--- config.mk ---
export PLATFORM = sky130hd
export DESIGN_NAME = header_word_sequencer
export DESIGN_NICKNAME = d
export VERILOG_FILES = /design/src/rtl/header_word_sequencer.sv
export SDC_FILE = /design/constraint.sdc
export NUM_CORES = 1
export LEC_CHECK = 0
export ABC_AREA = 1
export CORE_AREA = 2 2 89 91
export DETAILED_ROUTE_END_ITERATION = 12
export DIE_AREA = 0 0 91 93
export GPL_TIMING_DRIVEN = 0
export PLACE_DENSITY = 0.8
export SLEW_MARGIN = 20
export SYNTH_ARGS = -nofsm -noshare
export SYNTH_HDL_FRONTEND = slang
export SYNTH_SLANG_ARGS = --single-unit
--- constraint.sdc ---
create_clock -name clk -period 2.08 [get_ports clk]
set_input_delay 0.312 -clock clk [delete_from_list [all_inputs] [get_ports clk]]
set_output_delay 0.312 -clock clk [all_outputs]
set_load 0.01 [all_outputs]
--- src/rtl/header_word_sequencer.sv ---
// Marks the useful Ethernet/IP header words of each packet on the datapath with
// same-cycle strobes, and keeps packet and short-packet counts.
module header_word_sequencer #(
  parameter int                    DATA_WIDTH = 64,
  parameter int                    CTRL_WIDTH = DATA_WIDTH / 8,
  parameter logic [CTRL_WIDTH-1:0] IOQ_CTRL   = 8'hff
) (
  input  logic                  clk,
  input  logic                  reset,
  input  logic [DATA_WIDTH-1:0] in_data,
  input  logic [CTRL_WIDTH-1:0] in_ctrl,
  input  logic                  in_wr,
  output logic                  word_IOQ,
  output logic                  word_MAC_DST,
  output logic                  word_MAC_SRC_HI,
  output logic                  word_MAC_SRC_LO,
  output logic                  word_ETHERTYPE,
  output logic                  word_IP_TTL,
  output logic                  word_IP_CHECKSUM,
  output logic                  word_IP_SRC,
  output logic                  word_IP_DST_HI,
  output logic                  word_IP_DST_LO,
  output logic                  word_LAST_USEFUL,
  output logic                  pkt_short,
  output logic [31:0]           pkt_count,
  output logic [15:0]           short_count
);

  typedef enum logic [2:0] {
    ST_MODULE_HDRS,
    ST_WORD_1,
    ST_WORD_2,
    ST_WORD_3,
    ST_WORD_4,
    ST_WORD_5,
    ST_WAIT_EOP
  } state_t;

  state_t     state, state_next;
  logic [2:0] word_num;
  logic       eop;
  logic       short_eop;

  // Consumers tap in_data directly on the strobe cycle; the block never looks at it.
  logic unused_data;
  assign unused_data = ^in_data;

  always_comb begin
    state_next = state;
    word_num   = 3'd0;
    word_IOQ   = 1'b0;
    eop        = 1'b0;
    short_eop  = 1'b0;
    if (!reset && in_wr) begin
      case (state)
        ST_MODULE_HDRS: begin
          if (in_ctrl == IOQ_CTRL) begin
            word_IOQ = 1'b1;
          end else if (in_ctrl == '0) begin
            word_num   = 3'd1;
            state_next = ST_WORD_2;
          end
        end
        ST_WORD_1: begin
          word_num   = 3'd1;
          state_next = ST_WORD_2;
        end
        ST_WORD_2: begin
          word_num   = 3'd2;
          state_next = ST_WORD_3;
        end
        ST_WORD_3: begin
          word_num   = 3'd3;
          state_next = ST_WORD_4;
        end
        ST_WORD_4: begin
          word_num   = 3'd4;
          state_next = ST_WORD_5;
        end
        ST_WORD_5: begin
          word_num   = 3'd5;
          state_next = ST_WAIT_EOP;
        end
        ST_WAIT_EOP: state_next = ST_WAIT_EOP;
        default:     state_next = ST_MODULE_HDRS;
      endcase
      // Any nonzero control inside a packet, IOQ_CTRL included, closes it.
      if (state != ST_MODULE_HDRS && in_ctrl != '0) begin
        eop        = 1'b1;
        short_eop  = (state != ST_WORD_5) && (state != ST_WAIT_EOP);
        state_next = ST_MODULE_HDRS;
      end
    end
  end

  assign word_MAC_DST     = (word_num == 3'd1);
  assign word_MAC_SRC_HI  = (word_num == 3'd1);
  assign word_MAC_SRC_LO  = (word_num == 3'd2);
  assign word_ETHERTYPE   = (word_num == 3'd2);
  assign word_IP_TTL      = (word_num == 3'd3);
  assign word_IP_CHECKSUM = (word_num == 3'd4);
  assign word_IP_SRC      = (word_num == 3'd4);
  assign word_IP_DST_HI   = (word_num == 3'd4);
  assign word_IP_DST_LO   = (word_num == 3'd5);
  assign word_LAST_USEFUL = (word_num == 3'd5);

  always_ff @(posedge clk) begin
    if (reset) begin
      state       <= ST_MODULE_HDRS;
      pkt_short   <= 1'b0;
      pkt_count   <= 32'd0;
      short_count <= 16'd0;
    end else begin
      state     <= state_next;
      pkt_short <= short_eop;
      if (eop) pkt_count <= pkt_count + 32'd1;
      if (short_eop && short_count != 16'hffff) short_count <= short_count + 16'd1;
    end
  end

endmodule

After elaboration in Yosys (flattened, before gate mapping)
Cells that the tools add are included.
Cells by class
  order comparisons: 0
  multiply operators: 0
  eq/ne operators: 17
  bitwise logic cells: 0
  shift operators: 0
  reduce and logical (&&, ||, !) cells: 11
  add/subtract/negate cells: 2
  divide/modulo/power cells: 0
  muxes and demuxes: 15
Operators by type and width (number)
  3-bit one-hot mux with 6 select lines: 2
  32-bit by 1-bit adder with 32-bit output (second input constant): 1
  16-bit by 1-bit adder with 16-bit output (second input constant): 1
  16-bit inequality test (second input constant): 1
  3-bit == test (second input constant): 5
  3-bit by 2-bit == test with 1-bit output (second input constant): 4
  3-bit 2-to-1 mux: 4
  3-bit inequality test (second input constant): 4
  1-bit 2-to-1 mux: 9
  8-bit == test (second input constant): 1
  8-bit zero test: 1
  8-bit nonzero test: 1
  3-bit by 1-bit == test with 1-bit output (second input constant): 2
  1-bit logical AND: 4
  3-bit zero test: 1
  3-bit AND reduction: 1
  3-bit nonzero test: 1
  2-bit OR reduction: 1
  1-bit zero test: 1
Storage, ports and cells
  input port bits: 75
  memories: 0
  logic and storage cells: 49
  output and inout bits: 60
  memory bits (writable): 0
  register bits after elaboration: 52
  bits in read-only memories: 0
  bits in latches: 0

Logic depth before layout (Yosys ltp)
  depth after elaboration: 6
  mapped depth: 11
  gate-level depth less buffers: 11

Worst setup path after synthesis
Ideal clock, no wire load.
  path type: in2out
  start point: input in_ctrl[7]
  end point: output word_MAC_SRC_HI
  setup slack: 191 ps
  data required time: 1768 ps
  path buffers: 1
  cell stages on the path: 6
  data arrival time: 1577 ps
  path through: nor2_1 -> nand2_1 -> nor2_2 -> a21oi_1 -> nor4_1 -> buf_4
Between the ends
  longest elaborated chain between the ends: 6
  elaborated cells between the ends (all ways): 7
  classes of those cells: eq/ne (2); mux (4); reduce/logical (1)
RTL lines
  start, declared: line 11  | input logic [CTRL_WIDTH-1:0] in_ctrl,
  8-bit zero test: line 59  | end else if (in_ctrl == '0) begin
  1-bit 2-to-1 mux: line 59
  1-bit 2-to-1 mux (*): line 57  | if (in_ctrl == IOQ_CTRL) begin
  3-bit one-hot mux with 6 select lines (*): line 55  | case (state)
  3-bit 2-to-1 mux (*): line 54  | if (!reset && in_wr) begin
  3-bit by 1-bit == test with 1-bit output (*)
  end, declared: line 15  | output logic word_MAC_SRC_HI,
Mark *: on every way between the ends. The rest lies on a longest branch, timed or not.

Worst setup path after layout
  start point: input in_ctrl[5]
  end point: output word_MAC_SRC_HI
Between the ends
  longest elaborated chain between the ends: 6
  elaborated cells between the ends (all ways): 7
  classes of those cells: eq/ne (2); mux (4); reduce/logical (1)
RTL lines
  8-bit zero test: line 59
  1-bit 2-to-1 mux: line 59
  1-bit 2-to-1 mux (*): line 57
  3-bit one-hot mux with 6 select lines (*): line 55
  3-bit 2-to-1 mux (*): line 54
  3-bit by 1-bit == test with 1-bit output (*): line 97  | assign word_MAC_SRC_HI = (word_num == 3'd1);
Marks and branches as above.

==> run metrics <==
Vias 3,353; post-synth top area cell dfxtp_1; I/O Buffers 70; Max rail drop VDD 0.4101 mV; Final Setup Violations 0; hold_ws 474.6 ps; CP max-delay cell clkdlybuf4s50_1; area grow syn2layout 31.32%; core footprint 7527 um2; initial DRC count 158; Hold Crit Start pkt_count[4]; cell mode on critical path buf_4; GRT Util Overall 0.2045; RD Place Congestion 0.9556; worst skew pair latency 310 ps; worst-path fanout max 4; R2R cell count 9; fin area 4129 um2; max_slew headroom 0.6110; outcome completed; Site Rows 32; met1 GRT Util 0.2593; Mapped Avg Cell Area 6.352 um2; post-synthesis sequential area ratio 0.3311; Area contributors post-synth dfxtp_1, nand2_1, nor2_1; Clock Skews 6.913 ps; CP peak stage delay 440 ps; commonest cells in the netlist nand2_1, nor2_1, inv_1; Clock transition at path regs 90 ps; # IOs 135; syn nets 572; Distinct cells, synth 32; count of state elements after synthesis 52; Overflow after GRT 0; CTS tree yes; Syn Std Cell Area 3144 um2; Setup crit start kind input port; clock buffer depth 2; H-tree Lvls 2; Lkg Pwr 1.606 nW; max-slew violations 0; asr flop ratio synth 0; Syn Inst Count 495; initial core utilization 0.4177; vias in the first global route 3,188; hold endpoint pkt_count[4]; Max-Cap Viols 0; initial antenna violation count 0; die area 8463 um2; pwr dens 429.5 nW/um2; busiest grt layer met2; DR vias/cell 4.953; Period minus WS final 2001 ps; achievable frequency 499.8 MHz; HPWL after DPL 6268 um; GRT met2 Usage 0.3537; met3 Usage GRT 0.03384; final setup TNS 0 ps; R2R Path End short_count[8]; CP required 1770 ps; kind of critical path input port to primary output; Top FF cell, synth dfxtp_1; cts bufs inserted 5; Placed Area 3973 um2; worst hold stages 2; Final period util 0.9619; number of synthesized flops with an enable pin 0; Tightest Pin Transition 583.5 ps; Hold WC Path Type flip-flop to flip-flop; Total Routed Length 8408 um; largest net degree at the start of global routing 17; global-route wire length before repair 14,480 um; Post-DRT Antenna Nets 0; DR WL/cell 12.42 um; YS warnings 0; die width 91 um; layout cell share with drive strength beyond 1 0.1183; CP Cell Sequence clkdlybuf4s50_1 -> nor2_2 -> nand2_2 -> nor2_4 -> a21oi_4 -> nor4_4 -> buf_4 -> buf_4; Worst setup EP type primary output; Placed Cells 667; NumNets Final 651; die height 93 um; RR Startpoint short_count[1]; most common cell in the netlist nand2_1; CTS root buffer clkbuf_8; FF-to-FF setup slack 300 ps; Antenna diodes 0; Synth top area share 0.3311; Initial DRT Pass Iterations 4; Worst Path Arrival 1690 ps; # DRC 0; CTS Sinks 52; Cell Count, Final, Fillers Out 677; final hold vios 0
-- critical path: cells and delay by family --
family / cells / cell delay (ps)
buffers and inverters: 3 / 680
and+or+nand+nor: 4 / 600
AOI/OAI and AO/OA: 1 / 90
-- registers in the layout, summed over array words and instances, names as in the netlist --
| name | count |
|---|---|
| short_count | 16 |
| pkt_count | 32 |
| pkt_short | 1 |
| state | 3 |
-- layout by cell type (no fill, tap or decap), types with 2 or more instances in the layout --
cell type,synthesis,layout
clkdlybuf4s50_1,0,57
nand3b_1,2,2
nor3_2,2,2
o21bai_1,2,2
nor2_2,4,9
dfxtp_4,0,2
inv_2,4,6
clkbuf_1,5,6
a21oi_1,16,15
inv_1,67,65
dfxtp_1,52,50
nor2_1,83,77
nand3_1,32,32
nand2_4,2,2
dlygate4sd2_1,0,5
nand2_2,8,10
xor2_1,13,13
dlymetal6s2s_1,0,2
ha_1,2,2
buf_6,2,2
nand2_1,129,127
clkbuf_2,0,5
nor3_1,7,7
nand4_1,22,22
xnor2_1,4,4
nor2_4,1,2
clkbuf_8,0,5
buf_4,6,9
a21oi_2,8,8
o21ai_0,13,13
-- timing repair --
item | 4_1_cts | 5_1_grt
gates resized for setup | 18 | 25
gates cloned | 0 | 0
pin swaps | 3 | 4
buffers inserted | 1 | 1
hold buffers | 0 | 0
setup endpoints to repair | 11 | 11
-- stage by stage --
stage	total power [mW]	setup WS, ps	util
2_1_floorplan	1.043	191.4	-
3_3_place_gp	1.074	-653.0	0.5278
3_5_place_dp	1.075	-678.0	0.5278
4_1_cts	1.796	8.045	0.5449
5_1_grt	1.849	-0.1468	0.5485
6_report	1.773	79.25	0.5485
-- cell type report --
cell class / instances / area [um2]
fill: 765 / 3398
multi-input combinational: 358 / 1797
sequential: 52 / 1049
timing repair buffer: 72 / 686.9
inverter: 71 / 266.5
tap: 102 / 127.6
buffer: 14 / 91.34
clock buffer: 6 / 72.57
clock inverter: 2 / 38.79
-- logic make-up after synthesis --
logic type | count (synthesis) | share of synthesized area
simple gates | 296 | 0.4174
xor+xnor | 17 | 0.04735
flops | 52 | 0.3311
fa+ha+maj | 2 | 0.007957
buf+inv | 85 | 0.1138
compound gates | 43 | 0.08237
-- worst max-delay path by stage --
stage	cells past startpoint	to	slack (ps)	start
2_1_floorplan	6	word_MAC_SRC_HI	190	in_ctrl[7]
3_3_place_gp	8	word_MAC_SRC_HI	-650	in_ctrl[5]
3_5_place_dp	8	word_MAC_SRC_HI	-680	in_ctrl[7]
4_1_cts	7	word_MAC_DST	8	in_ctrl[3]
5_1_grt	8	word_MAC_SRC_HI	-0.1	in_ctrl[5]
6_report	8	word_MAC_SRC_HI	80	in_ctrl[5]
-- power by group --
part           switching [mW]  internal [mW]
logic                  0.0362         0.0243
registers           0.0000832          0.992
clock network           0.356          0.364
-- routing by layer --
metal	routed length (um)	up-vias
met5	0	-
met4	129	0
met1	3682	1524
met2	4119	97
met3	476	14
li1	-	1718
Power figures use the tool's default switching activity.
==> RTL edit (same flow settings) <==
Register the output `pkt_count` once more; this adds one clock of latency there. The other outputs are not delayed to match.
--- a/src/rtl/header_word_sequencer.sv
+++ b/src/rtl/header_word_sequencer.sv
@@ -37,2 +37,4 @@
   } state_t;
+
+  logic [31:0] pkt_count_s0;
 
@@ -110,3 +112,3 @@
       pkt_short   <= 1'b0;
-      pkt_count   <= 32'd0;
+      pkt_count_s0 <= 32'd0;
       short_count <= 16'd0;
@@ -115,3 +117,3 @@
       pkt_short <= short_eop;
-      if (eop) pkt_count <= pkt_count + 32'd1;
+      if (eop) pkt_count_s0 <= pkt_count_s0 + 32'd1;
       if (short_eop && short_count != 16'hffff) short_count <= short_count + 16'd1;
@@ -120,2 +122,6 @@
 
+  always_ff @(posedge clk) begin
+    pkt_count <= pkt_count_s0;
+  end
+
 endmodule
Function: changed (Yosys sat finds a counterexample within 4 cycles, from zero or initial values and one cycle with reset high).
==> RTL edit against the unedited design <==
Wire length is 5.7% higher; largest power group unchanged; synthesized area rose by 21%; largest cell class unchanged; sequential cell count up 32; utilization rose by 10 points; setup slack got worse by 0.0080 ns; critical endpoint is now word_LAST_USEFUL; final area up 19%; total power increased by 58%; sequential power grew 62%; critical path type unchanged.
==> RTL edit: results (changes against the unedited design) <==
- The internal portion of total power was 0.00218 W (+58%).
- Ranking of synthesized cells by area: sky130_fd_sc_hd__dfxtp_1, sky130_fd_sc_hd__nand2_1, sky130_fd_sc_hd__nor2_1
- The combined global-route utilization of all metal layers is 0.210 (+0.00495).
* Worst rel slew slack: 0.658 (+0.0468)
- Initial DRT Pass Iterations: 5 (+1)
- Length in cells of the worst reg-to-reg path: 10 (+1)
* Result of the run: finished, final reports clean
* Proportion of synthesized chip area in sequential cells: 0.442 (+0.111)
- The number of DRC markers in iteration 0 was 149 (-5.7%).
* Flops & latches, synth: 84 (+62%)
- Master of the slowest instance on the critical path: sky130_fd_sc_hd__dlygate4sd2_1
* Number of filler instances in the final layout: 717 (-6.3%)
* First-pass GRT wire length: 14.4 mm (-0.39%)
* Count of plain and timing-repair buffers in the layout: 91 (+5.8%)
* Post-detail-place hpwl: 6.37 mm (+1.7%)
- Number of multi-input combinational cells: 393 (+9.8%)
* Worst R2R Start: short_count[0]
* Worst setup path endpoint: word_LAST_USEFUL
- Routed length on met3: 404 µm (-15%)
- The clock latency on the worst-skew pair was 0.36 ns (+0.05 ns).
- The count of distinct cell types in the synthesized netlist is 29 (-9.4%).
- Highest cell delay on the worst timing path: 0.24 ns (-0.20 ns)
- Post-route met1 wirelength: 3.81 mm (+3.5%)
* Routability-driven placement congestion ratio: 0.903 (-5.5%)
* Count of port buffers added during placement: 69 (-1.4%)
* Leakage power summed over all cells: 1.83 nW (+14%)
- In the final layout, the registers with the most flip-flops are pkt_count x32, pkt_count_s0 x32, short_count x16.
* Nets: 722 (+11%)
* Clock Buffer Count: 10 (+4)
[RTL edit: cell count changes in the layout (fill, tap and decap cells not counted), moves of 7 or more]
cell,unedited run,this run
sky130_fd_sc_hd__nand2_1,127,168
sky130_fd_sc_hd__xor2_1,13,6
sky130_fd_sc_hd__nor2_2,9,1
sky130_fd_sc_hd__nand2_2,10,3
sky130_fd_sc_hd__nor2_4,2,9
sky130_fd_sc_hd__clkdlybuf4s50_1,57,49
sky130_fd_sc_hd__dfxtp_1,50,82
sky130_fd_sc_hd__nor2_1,77,88
sky130_fd_sc_hd__inv_1,65,57
sky130_fd_sc_hd__a21oi_1,15,32
sky130_fd_sc_hd__a21oi_2,8,1
[RTL edit: stage by stage]
| stage | power, W | utilization | std cells |
|---|---|---|---|
| 2_1_floorplan | 0.00167 | - | 559 |
| 3_3_place_gp | 0.00170 | 0.615 | 730 |
| 3_5_place_dp | 0.00171 | 0.615 | 730 |
| 4_1_cts | 0.00282 | 0.645 | 750 |
| 5_1_grt | 0.00291 | 0.652 | 752 |
| 6_report | 0.00280 | 0.652 | 752 |
[RTL edit: worst min-delay path by stage]
stage	from	end	slack, ns	cells past startpoint
4_1_cts	reset	pkt_count_s0[24]	0.23	2
6_report	reset	pkt_count_s0[24]	0.25	2
5_1_grt	reset	pkt_count_s0[24]	0.25	2
3_3_place_gp	pkt_count_s0[30]	pkt_count[30]	0.37	0
3_5_place_dp	pkt_count_s0[30]	pkt_count[30]	0.37	0
2_1_floorplan	pkt_count_s0[30]	pkt_count[30]	0.35	0
[RTL edit: logic make-up after synthesis]
family / Yosys count / share of synthesized area
and+or+nand+nor: 328 / 0.363
DFF: 84 / 0.442
buffers and inverters: 82 / 0.0930
AOI/OAI and AO/OA: 53 / 0.0723
xor gates and xnor gates: 10 / 0.0230
adders and majority gates: 2 / 0.00657
